===== config.mk =====
export PLATFORM = sky130hd
export DESIGN_NAME = vred_sequencer
export DESIGN_NICKNAME = d
export VERILOG_FILES = /design/src/rtl/vred_pkg.sv /design/src/rtl/vred_fold_shift.sv /design/src/rtl/vred_sequencer.sv
export SDC_FILE = /design/constraint.sdc
export NUM_CORES = 1
export LEC_CHECK = 0
export ABC_AREA = 1
export BUFFER_PORTS_ARGS = -buffer_cell sky130_fd_sc_hd__buf_2
export CAP_MARGIN = 25
export CORE_MARGIN = 1.5
export CORE_UTILIZATION = 50
export DETAILED_ROUTE_END_ITERATION = 10
export PLACE_DENSITY_LB_ADDON = 0.1
export SYNTH_ARGS = -nofsm -noshare
export SYNTH_HDL_FRONTEND = slang
export SYNTH_SLANG_ARGS = --single-unit

===== constraint.sdc =====
create_clock -name clk -period 13.8 [get_ports clk]
set_input_delay 2.76 -clock clk [delete_from_list [all_inputs] [get_ports clk]]
set_output_delay 2.76 -clock clk [all_outputs]
set_load 0.05 [all_outputs]

===== src/rtl/vred_pkg.sv =====
// vred_pkg: shared definitions for the vector reduction sequencer.
//   - opcode constants (OP_SUM, OP_MIN, OP_MAX, OP_MINU, OP_MAXU)
//   - element-width codes (SEW_8 .. SEW_64)
//   - sequencer state and step-kind enums
//   - helpers: per-SEW lane mask, fold-step count, per-lane identity value
package vred_pkg;

  localparam int unsigned OP_SUM  = 0;
  localparam int unsigned OP_MIN  = 1;
  localparam int unsigned OP_MAX  = 2;
  localparam int unsigned OP_MINU = 3;
  localparam int unsigned OP_MAXU = 4;

  localparam logic [1:0] SEW_8  = 2'd0;
  localparam logic [1:0] SEW_16 = 2'd1;
  localparam logic [1:0] SEW_32 = 2'd2;
  localparam logic [1:0] SEW_64 = 2'd3;

  typedef enum logic [2:0] {
    ST_IDLE,
    ST_ACCUM,
    ST_ISSUE,
    ST_CAPTURE,
    ST_DONE
  } state_e;

  typedef enum logic [1:0] {
    STEP_BEAT,
    STEP_FOLD,
    STEP_SCALAR,
    STEP_EMPTY
  } step_e;

  // Mask covering one element of the given width.
  function automatic logic [63:0] sew_mask(input logic [1:0] sew);
    case (sew)
      SEW_8:   return 64'h0000_0000_0000_00FF;
      SEW_16:  return 64'h0000_0000_0000_FFFF;
      SEW_32:  return 64'h0000_0000_FFFF_FFFF;
      default: return 64'hFFFF_FFFF_FFFF_FFFF;
    endcase
  endfunction

  // Number of halving folds needed to bring all lanes down to lane 0.
  function automatic logic [1:0] fold_count(input logic [1:0] sew);
    return SEW_64 - sew;
  endfunction

  // Identity element of one lane (lane-width bits, zero above).
  function automatic logic [63:0] lane_identity(input int unsigned op, input logic [1:0] sew);
    logic [63:0] m;
    m = sew_mask(sew);
    case (op)
      OP_MIN:  return m >> 1;
      OP_MAX:  return m & ~(m >> 1);
      OP_MINU: return m;
      default: return 64'd0;
    endcase
  endfunction

endpackage


===== src/rtl/vred_fold_shift.sv =====
// vred_fold_shift: operand-B generator for a fold step.
//   Shifts the accumulator right by DATA_WIDTH >> i_step and fills the
//   vacated upper bits from the replicated identity pattern.
// Ports:
//   i_data  accumulator value to fold
//   i_fill  identity replicated per lane
//   i_step  fold index (1 = half width, 2 = quarter, 3 = eighth)
//   o_data  shifted operand with identity fill
module vred_fold_shift #(
  parameter int unsigned DATA_WIDTH = 64
) (
  input  logic [DATA_WIDTH-1:0] i_data,
  input  logic [DATA_WIDTH-1:0] i_fill,
  input  logic [1:0]            i_step,
  output logic [DATA_WIDTH-1:0] o_data
);

  logic [DATA_WIDTH-1:0] w_ones;
  logic [DATA_WIDTH-1:0] w_keep;

  always_comb begin
    w_ones = '1;
    w_keep = w_ones >> (DATA_WIDTH >> i_step);
    o_data = (i_data >> (DATA_WIDTH >> i_step)) | (i_fill & ~w_keep);
  end

endmodule


===== src/rtl/vred_sequencer.sv =====
// vred_sequencer: sequences a lane-wise vector reduction through an
// external pairwise combiner (red_vec0/red_en -> red_out one cycle later).
// Flow: accumulate input beats, fold lanes down to lane 0, combine the
// scalar operand, then present lane 0 on out_valid/out_data.
// Configuration macro: VRED_SEQ_MINMAX_EN enables min/max identities;
// without it the accumulator/fill are zero and every opSel acts as sum.
// Ports:
//   clk, rst                 clock, async active-high reset
//   start, start_empty, busy request, zero-length flag, not-idle status
//   sew, opSel, scalar       element width, opcode, initial element
//   in_valid/in_ready/in_data/in_last   beat stream
//   red_vec0/red_en/red_sew/red_opsel/red_out  combiner interface
//   out_valid/out_ready/out_data        result handshake
module vred_sequencer
  import vred_pkg::*;
#(
  parameter int unsigned DATA_WIDTH  = 64,
  parameter int unsigned SEW_WIDTH   = 2,
  parameter int unsigned OPSEL_WIDTH = 9
) (
  input  logic                    clk,
  input  logic                    rst,
  input  logic                    start,
  input  logic                    start_empty,
  output logic                    busy,
  input  logic [SEW_WIDTH-1:0]    sew,
  input  logic [OPSEL_WIDTH-1:0]  opSel,
  input  logic [DATA_WIDTH-1:0]   scalar,
  input  logic                    in_valid,
  output logic                    in_ready,
  input  logic [DATA_WIDTH-1:0]   in_data,
  input  logic                    in_last,
  output logic [2*DATA_WIDTH-1:0] red_vec0,
  output logic                    red_en,
  output logic [SEW_WIDTH-1:0]    red_sew,
  output logic [OPSEL_WIDTH-1:0]  red_opsel,
  input  logic [DATA_WIDTH-1:0]   red_out,
  output logic                    out_valid,
  input  logic                    out_ready,
  output logic [DATA_WIDTH-1:0]   out_data
);

  state_e                  r_state;
  step_e                   r_kind;
  logic [1:0]              r_fold;
  logic [1:0]              r_nfold;
  logic                    r_last;
  logic [SEW_WIDTH-1:0]    r_sew;
  logic [OPSEL_WIDTH-1:0]  r_opsel;
  logic [DATA_WIDTH-1:0]   r_scalar;
  logic [DATA_WIDTH-1:0]   r_fill;
  logic [DATA_WIDTH-1:0]   r_acc;
  logic [2*DATA_WIDTH-1:0] r_vec0;
  logic                    r_en;
  logic                    r_in_ready;
  logic                    r_out_valid;
  logic [DATA_WIDTH-1:0]   r_out_data;
  logic                    r_busy;

  logic [DATA_WIDTH-1:0]   w_fill_in;
  logic [OPSEL_WIDTH-1:0]  w_opsel_in;
  logic [DATA_WIDTH-1:0]   w_mask;
  logic [DATA_WIDTH-1:0]   w_fold_b;
  logic [DATA_WIDTH-1:0]   w_scalar_b;
  logic [1:0]              w_next_fold;
  logic                    w_more_folds;

`ifdef VRED_SEQ_MINMAX_EN
  logic [63:0] w_lane_id;
  logic [5:0]  w_lidx_mask;

  // Replicate the lane identity across every lane of the beat.
  always_comb begin
    w_lane_id   = lane_identity(32'(opSel), sew[1:0]);
    w_lidx_mask = 6'((32'd8 << sew[1:0]) - 32'd1);
    w_fill_in   = '0;
    for (int unsigned b = 0; b < DATA_WIDTH; b++) begin
      w_fill_in[b] = w_lane_id[6'(b) & w_lidx_mask];
    end
  end
  assign w_opsel_in = opSel;
`else
  logic w_unused_opsel;
  assign w_unused_opsel = ^opSel;
  assign w_fill_in      = '0;
  assign w_opsel_in     = OPSEL_WIDTH'(OP_SUM);
`endif

  assign w_mask       = DATA_WIDTH'(sew_mask(r_sew[1:0]));
  assign w_next_fold  = (r_kind == STEP_BEAT) ? 2'd1 : r_fold + 2'd1;
  assign w_more_folds = (r_kind == STEP_BEAT) ? (r_nfold != 2'd0) : (r_fold < r_nfold);
  assign w_scalar_b   = (r_scalar & w_mask) | (r_fill & ~w_mask);

  // Operand B is built from red_out, i.e. the value being captured into acc.
  vred_fold_shift #(.DATA_WIDTH(DATA_WIDTH)) u_fold_shift (
    .i_data (red_out),
    .i_fill (r_fill),
    .i_step (w_next_fold),
    .o_data (w_fold_b)
  );

  always_ff @(posedge clk or posedge rst) begin
    if (rst) begin
      r_state     <= ST_IDLE;
      r_kind      <= STEP_BEAT;
      r_fold      <= '0;
      r_nfold     <= '0;
      r_last      <= 1'b0;
      r_sew       <= '0;
      r_opsel     <= '0;
      r_scalar    <= '0;
      r_fill      <= '0;
      r_acc       <= '0;
      r_vec0      <= '0;
      r_en        <= 1'b0;
      r_in_ready  <= 1'b0;
      r_out_valid <= 1'b0;
      r_out_data  <= '0;
      r_busy      <= 1'b0;
    end else begin
      r_en <= 1'b0;
      case (r_state)
        ST_IDLE: begin
          if (start) begin
            r_sew    <= sew;
            r_opsel  <= w_opsel_in;
            r_scalar <= scalar;
            r_fill   <= w_fill_in;
            r_acc    <= w_fill_in;
            r_nfold  <= fold_count(sew[1:0]);
            r_busy   <= 1'b1;
            if (start_empty) begin
              // Empty vector passes through the issue/capture slots without
              // a combine so its result appears two cycles after start.
              r_kind  <= STEP_EMPTY;
              r_state <= ST_ISSUE;
            end else begin
              r_in_ready <= 1'b1;
              r_state    <= ST_ACCUM;
            end
          end
        end
        ST_ACCUM: begin
          if (in_valid && r_in_ready) begin
            r_in_ready <= 1'b0;
            r_vec0     <= {in_data, r_acc};
            r_en       <= 1'b1;
            r_last     <= in_last;
            r_kind     <= STEP_BEAT;
            r_state    <= ST_ISSUE;
          end
        end
        ST_ISSUE: r_state <= ST_CAPTURE;
        ST_CAPTURE: begin
          if (r_kind == STEP_EMPTY) begin
            r_out_data  <= r_scalar & w_mask;
            r_out_valid <= 1'b1;
            r_state     <= ST_DONE;
          end else if (r_kind == STEP_SCALAR) begin
            r_acc       <= red_out;
            r_out_data  <= red_out & w_mask;
            r_out_valid <= 1'b1;
            r_state     <= ST_DONE;
          end else if (r_kind == STEP_BEAT && !r_last) begin
            r_acc      <= red_out;
            r_in_ready <= 1'b1;
            r_state    <= ST_ACCUM;
          end else if (w_more_folds) begin
            r_acc   <= red_out;
            r_kind  <= STEP_FOLD;
            r_fold  <= w_next_fold;
            r_vec0  <= {w_fold_b, red_out};
            r_en    <= 1'b1;
            r_state <= ST_ISSUE;
          end else begin
            r_acc   <= red_out;
            r_kind  <= STEP_SCALAR;
            r_vec0  <= {w_scalar_b, red_out};
            r_en    <= 1'b1;
            r_state <= ST_ISSUE;
          end
        end
        ST_DONE: begin
          if (out_ready) begin
            r_out_valid <= 1'b0;
            r_busy      <= 1'b0;
            r_state     <= ST_IDLE;
          end
        end
        default: r_state <= ST_IDLE;
      endcase
    end
  end

  assign busy      = r_busy;
  assign in_ready  = r_in_ready;
  assign red_vec0  = r_vec0;
  assign red_en    = r_en;
  assign red_sew   = r_sew;
  assign red_opsel = r_opsel;
  assign out_valid = r_out_valid;
  assign out_data  = r_out_data;

endmodule


## Yosys cells after proc, flatten, opt, wreduce, memory -nomap -nowiden

Cells that the tools add are included.
W data, S select, Z words.

| word-level totals | value |
|---|---|
| memories kept | 0 |
| bits in latches | 0 |
| memory bits (writable) | 0 |
| register bits | 336 |
| logic and storage cells | 114 |
| bits in read-only memories | 0 |

| cells by class | value |
|---|---|
| magnitude comparators | 1 |
| muxes and demuxes | 48 |
| equality and inequality tests | 18 |
| div/mod/pow operators | 0 |
| shift operators | 2 |
| bitwise gates (word level) | 5 |
| reduce and logical (&&, ||, !) cells | 24 |
| $mul | 0 |
| add/subtract/negate cells | 2 |

Operator list:

| cell | number |
|---|---|
| $mux W128 | 5 |
| $mux W64 | 4 |
| $pmux W128 S2 | 1 |
| $pmux W64 S3 | 1 |
| $and A64 B64 Y64 | 2 |
| $pmux W64 S2 | 1 |
| $shr A64 B32 Y64 | 1 |
| $shr A7 B2 Y32 const A | 1 |
| $mux W2 | 10 |
| $ne A2 B2 Y1 const B | 9 |
| $mux W1 | 15 |
| $mux W3 | 5 |
| $pmux W3 S5 | 1 |
| $reduce_and A7 Y1 | 2 |
| $reduce_and A3 Y1 | 4 |
| $reduce_bool A2 Y1 | 6 |
| $reduce_and A5 Y1 | 2 |
| $eq A2 B2 Y1 const B | 3 |
| $eq A3 B2 Y1 const B | 2 |
| $pmux W1 S2 | 3 |
| $pmux W2 S3 | 1 |
| $reduce_and A2 Y1 | 3 |
| $logic_not A2 Y1 | 2 |
| $eq A3 B1 Y1 const B | 1 |
| 12 further kinds | 15 |

## Depth between registers and ports, before layout

| logic depth | value |
|---|---|
| depth after elaboration | 9 |
| depth in mapped cells | 14 |
| depth with buffers taken out | 13 |

## By module

A second synthesis with hierarchy kept.

| second synthesis, totals | value |
|---|---|
| cells, all modules | 2364 |
| area, all modules | 17877.1 um2 |

Modules (own cells, without submodules):

| module | cells an instance | times used | area an instance (um2) | seq. area each (um2) |
|---|---|---|---|---|
| vred_sequencer | 2070 | 1 | 16458.3 | 8408.1 |
| vred_fold_shift | 294 | 1 | 1418.9 | 0.0 |

## Worst setup path after synthesis

Ideal clock, no wire load.

| path | value |
|---|---|
| path kind | input to register |
| from | input in_valid |
| to | register r_vec0[122], in the netlist red_vec0[122] |
| library setup time | 77 ps |
| buffers on the path | 2 |
| slack | 9957 ps |
| arrival time | 3765 ps |
| stages | 8 |
| cells stage by stage | nand2_1 nor3_2 nor2_2 inv_2 buf_4 buf_2 nor2_1 a21oi_1 |

| between the ends | value |
|---|---|
| longest elaborated chain between the ends | 3 |

Ends and longest elaborated chain:

| item | line | source |
|---|---|---|
| from (decl) | vred_sequencer.sv:29 | `input logic in_valid,` |
| $logic_and A1 B1 Y1 | vred_sequencer.sv:144 | `if (in_valid && r_in_ready) begin` |
| $ne A2 B2 Y1 (no source line) | -- |  |
| $reduce_and A5 Y1 (no source line) | -- |  |
| to (signal assigned) | vred_sequencer.sv:146 | `r_vec0 <= {in_data, r_acc};` |
| to (signal assigned) | vred_sequencer.sv:172 | `r_vec0 <= {w_fold_b, red_out};` |
| to (signal assigned) | vred_sequencer.sv:178 | `r_vec0 <= {w_scalar_b, red_out};` |
| to (decl) | vred_sequencer.sv:53 | `logic [2*DATA_WIDTH-1:0] r_vec0;` |

No other way between the ends.
A chain may end at the register's enable or synchronous reset.

## Worst setup path after layout

| path | value |
|---|---|
| from | input in_valid |
| to | register r_vec0[79], in the netlist red_vec0[79] |

The elaborated chain is that of the path after synthesis.

==> impl_metrics.toml <==
[outcome]
status = "finished clean"

[timing]
rsz0062_at_grt = "no"
setup_viol = 0
fmax_mhz = 228.3
slew_violations = 0
post-route-period-util = 0.3174
relSlewSlack = 0.2868
finalHoldViolations = 0
worst_pin_slew_ns = 1.067
clock_skew_ns = 0.01735
final.setup.tns_ns = 0
min_period_ns = 4.380

[yosys]
synth_most_common_cell = "nand2_1"
ys_ff_latch = 336
ys_types = 34
synth_edf_count = 0
synth_area_leaders = "dfrtp_1 48%, nand2_1 17%, nand3_1 5.3%, inv_1 4.9%, o21ai_0 4.3%"
ys_seq_area_frac = 0.4831
netlist_area_um2 = 17400
avgSynthCellArea_um2 = 7.303
synth_top_area_frac = 0.4831
synth_largest_area_cell = "dfrtp_1"
ys_warn_count = 0
ys_async_sr_fraction = 1.000
synth_cells = 2383
ys.flop_type = "dfrtp_1"
synth_commonest_cells = "789 x nand2_1, 336 x dfrtp_1, 226 x inv_1"

[routing]
drc_errors = 0
antenna_left = 0
post_drt_wl_per_cell_um = 20.25
drt-vias-per-instance = 5.600
wl_um = 64230
vias = 17759
drtIter0Drc = 1907
drt_pass1_iterations = 7

[placement]
io_buffer_count = 398
dpl.hpwl_um = 44550
gp_congestion = 0.9202
dp_cells = 3091

[cts]
numCtsBuffers = 38
post_cts_buffers = 0
cts_buffer_depth = 3
cts_tree = "built"
clk_pin_slew_worst_paths_ns = 0.06
cts-resized-gates = 0
insertion_delay_ns = 0.53
cts_root_buffer = "clkbuf_16"
htreeDepth = 2
clock_sinks = 336
postCtsHoldBufs = 0

[setup_path]
start_kind = "primary input"
cp-end-kind = "flip-flop"
cp.required_ns = 14.23
cp.buffers_inverters = 4
crit_slowest_cell = "inv_6"
path_cells = "buf_2 > nand2_1 > nor3_2 > nor2_4 > inv_6 > buf_4 > buf_16 > nor2_1 > a21oi_1"
cp_max_fo = 103
path_class = "in -> reg"
cpPeakStageDelay_ns = 0.46
crit_arrival_ns = 4.81
crit_family = "buffers and inverters"

[die]
fp.dieW_um = 189.6
fp.dieH_um = 189.6
ios = 417
coreArea_um2 = 34370
start_util = 0.5063
rows = 68
die_area_um2 = 35930

[pwr]
leakagePower_nw = 10.78
power_density_nw_per_um2 = 281.0
vdd_drop_max_uv = 260.0

[layout]
area_growth_pct = 20.62
drive_gt1_frac = 0.1888
fin_nets = 2893
final_cells = 3171
final_core_util = 0.6107
nFillCells = 3274

[global_route]
grt_pass1_vias = 16417
track_usage = 0.3531
grt_pass1_wl_um = 96930
grt_start_max_net_pins = 142
overflow = 0
antenna_found_initial = 4

[flow_run]
cap_viol_max_count = 0

[worst_hold_path]
hold_path_class = "reg -> reg"
[layout make-up]
class / count / area [um^2] / share of cell area
antenna: 4 / 10.01 / 0.0004768
clock inverter: 14 / 276.5 / 0.01317
inverter: 235 / 897.1 / 0.04274
clock buffer: 56 / 1142 / 0.05442
multi-input combinational: 1648 / 7388 / 0.3520
tap: 455 / 569.3 / 0.02712
sequential: 336 / 8408 / 0.4005
timing repair buffer: 423 / 2300 / 0.1096
[worst reg2reg max path, stage by stage (launching register included)]
cell     delay (ns)
dfrtp_1        0.92
buf_4          0.46
ha_1           0.20
inv_1          0.04
o21ai_0        0.08
nand2_1        0.08
nand2_1        0.06
nand2_1        0.42
nor2_4         0.56
buf_4          0.54
nand2_1        0.21
nand2_1        0.10
inv_1          0.08
a21oi_1        0.18
[stage by stage]
step | total power, W | area (um^2) | hold slack (ns) | setup slack, ns
after CTS | 0.005844 | 20840 | 0.4749 | 8.941
final | 0.005898 | 20990 | 0.4717 | 9.420
after floorplan | 0.003903 | 17430 | 0.4417 | 1.730
after global routing | 0.006230 | 20990 | 0.4993 | 9.289
after global placement | 0.004642 | 19390 | 0.4551 | 8.422
after detailed placement | 0.004694 | 19420 | 0.4590 | 8.388
[cell usage in the layout (no fill, tap or decap), types with 3 or more instances in the layout]
| cell | n |
|---|---|
| a22o_1 | 4 |
| nand4_1 | 60 |
| clkbuf_8 | 6 |
| o21ai_0 | 151 |
| nor2_1 | 199 |
| a21o_1 | 3 |
| o211ai_1 | 36 |
| clkbuf_16 | 41 |
| clkinv_2 | 4 |
| conb_1 | 9 |
| a31oi_1 | 64 |
| o21ai_1 | 7 |
| a22oi_1 | 3 |
| dfrtp_1 | 336 |
| diode_2 | 4 |
| inv_2 | 7 |
| nand2_1 | 786 |
| a21oi_1 | 115 |
| clkbuf_1 | 9 |
| bufinv_16 | 8 |
| or2_2 | 3 |
| buf_4 | 18 |
| nor2_4 | 4 |
| buf_16 | 5 |
| buf_2 | 398 |
| nand3_1 | 184 |
| inv_1 | 225 |
[where the power goes]
group	internal [W]	switching (W)	total, W
Clock	0.000725	0.000419	0.00114
Sequential	0.00142	0.000274	0.00170
Combinational	0.000705	0.00235	0.00306
[cells by family (layout without fill, tap and decap cells)]
family                   count (synthesis)  in the layout  synth area share
AO/OA/AOI/OAI                          390            390            0.1246
AND/OR/NAND/NOR                       1247           1247            0.2941
flip-flops                             336            336            0.4831
buffers and inverters                  407            728           0.09656
other                                    1             13         0.0002155
adder cells (fa/ha/maj)                  1              1         0.0007188
multiplexers                             1              1         0.0006470
[path summary, 6_finish.rpt]
kind                       cells after the start                       end  slack, ns                      from
max reg2reg                                   13  red_vec0[79]$_DFFE_PP0P_       9.79     r_fold[1]$_DFFE_PP0P_
max in group asynchronous                      4   r_scalar[4]$_DFFE_PP0P_       9.80                       rst
min reg2reg                                    2  r_scalar[18]$_DFFE_PP0P_       0.47  r_scalar[18]$_DFFE_PP0P_
min                                            2  r_scalar[18]$_DFFE_PP0P_       0.47  r_scalar[18]$_DFFE_PP0P_
min in group asynchronous                      2  red_vec0[24]$_DFFE_PP0P_       2.20                       rst
max                                            9  red_vec0[79]$_DFFE_PP0P_       9.42                  in_valid
[metal layers]
layer	wire, um	vias to the layer above	track usage
li1	-	8230	-
met1	28330	8502	0.5345
met2	27690	894	0.5163
met3	6034	133	0.05811
met4	2173	0	0.1102
met5	0	-	0
[registers in the layout (all words and copies together), names as in the netlist]
register	cells
out_valid	1
r_acc	64
r_nfold	2
red_sew	2
r_fold	2
r_kind	2
in_ready	1
out_data	64
r_state	3
red_vec0	128
r_last	1
busy	1
r_scalar	64
red_en	1
(Power assumes the default switching activity.)
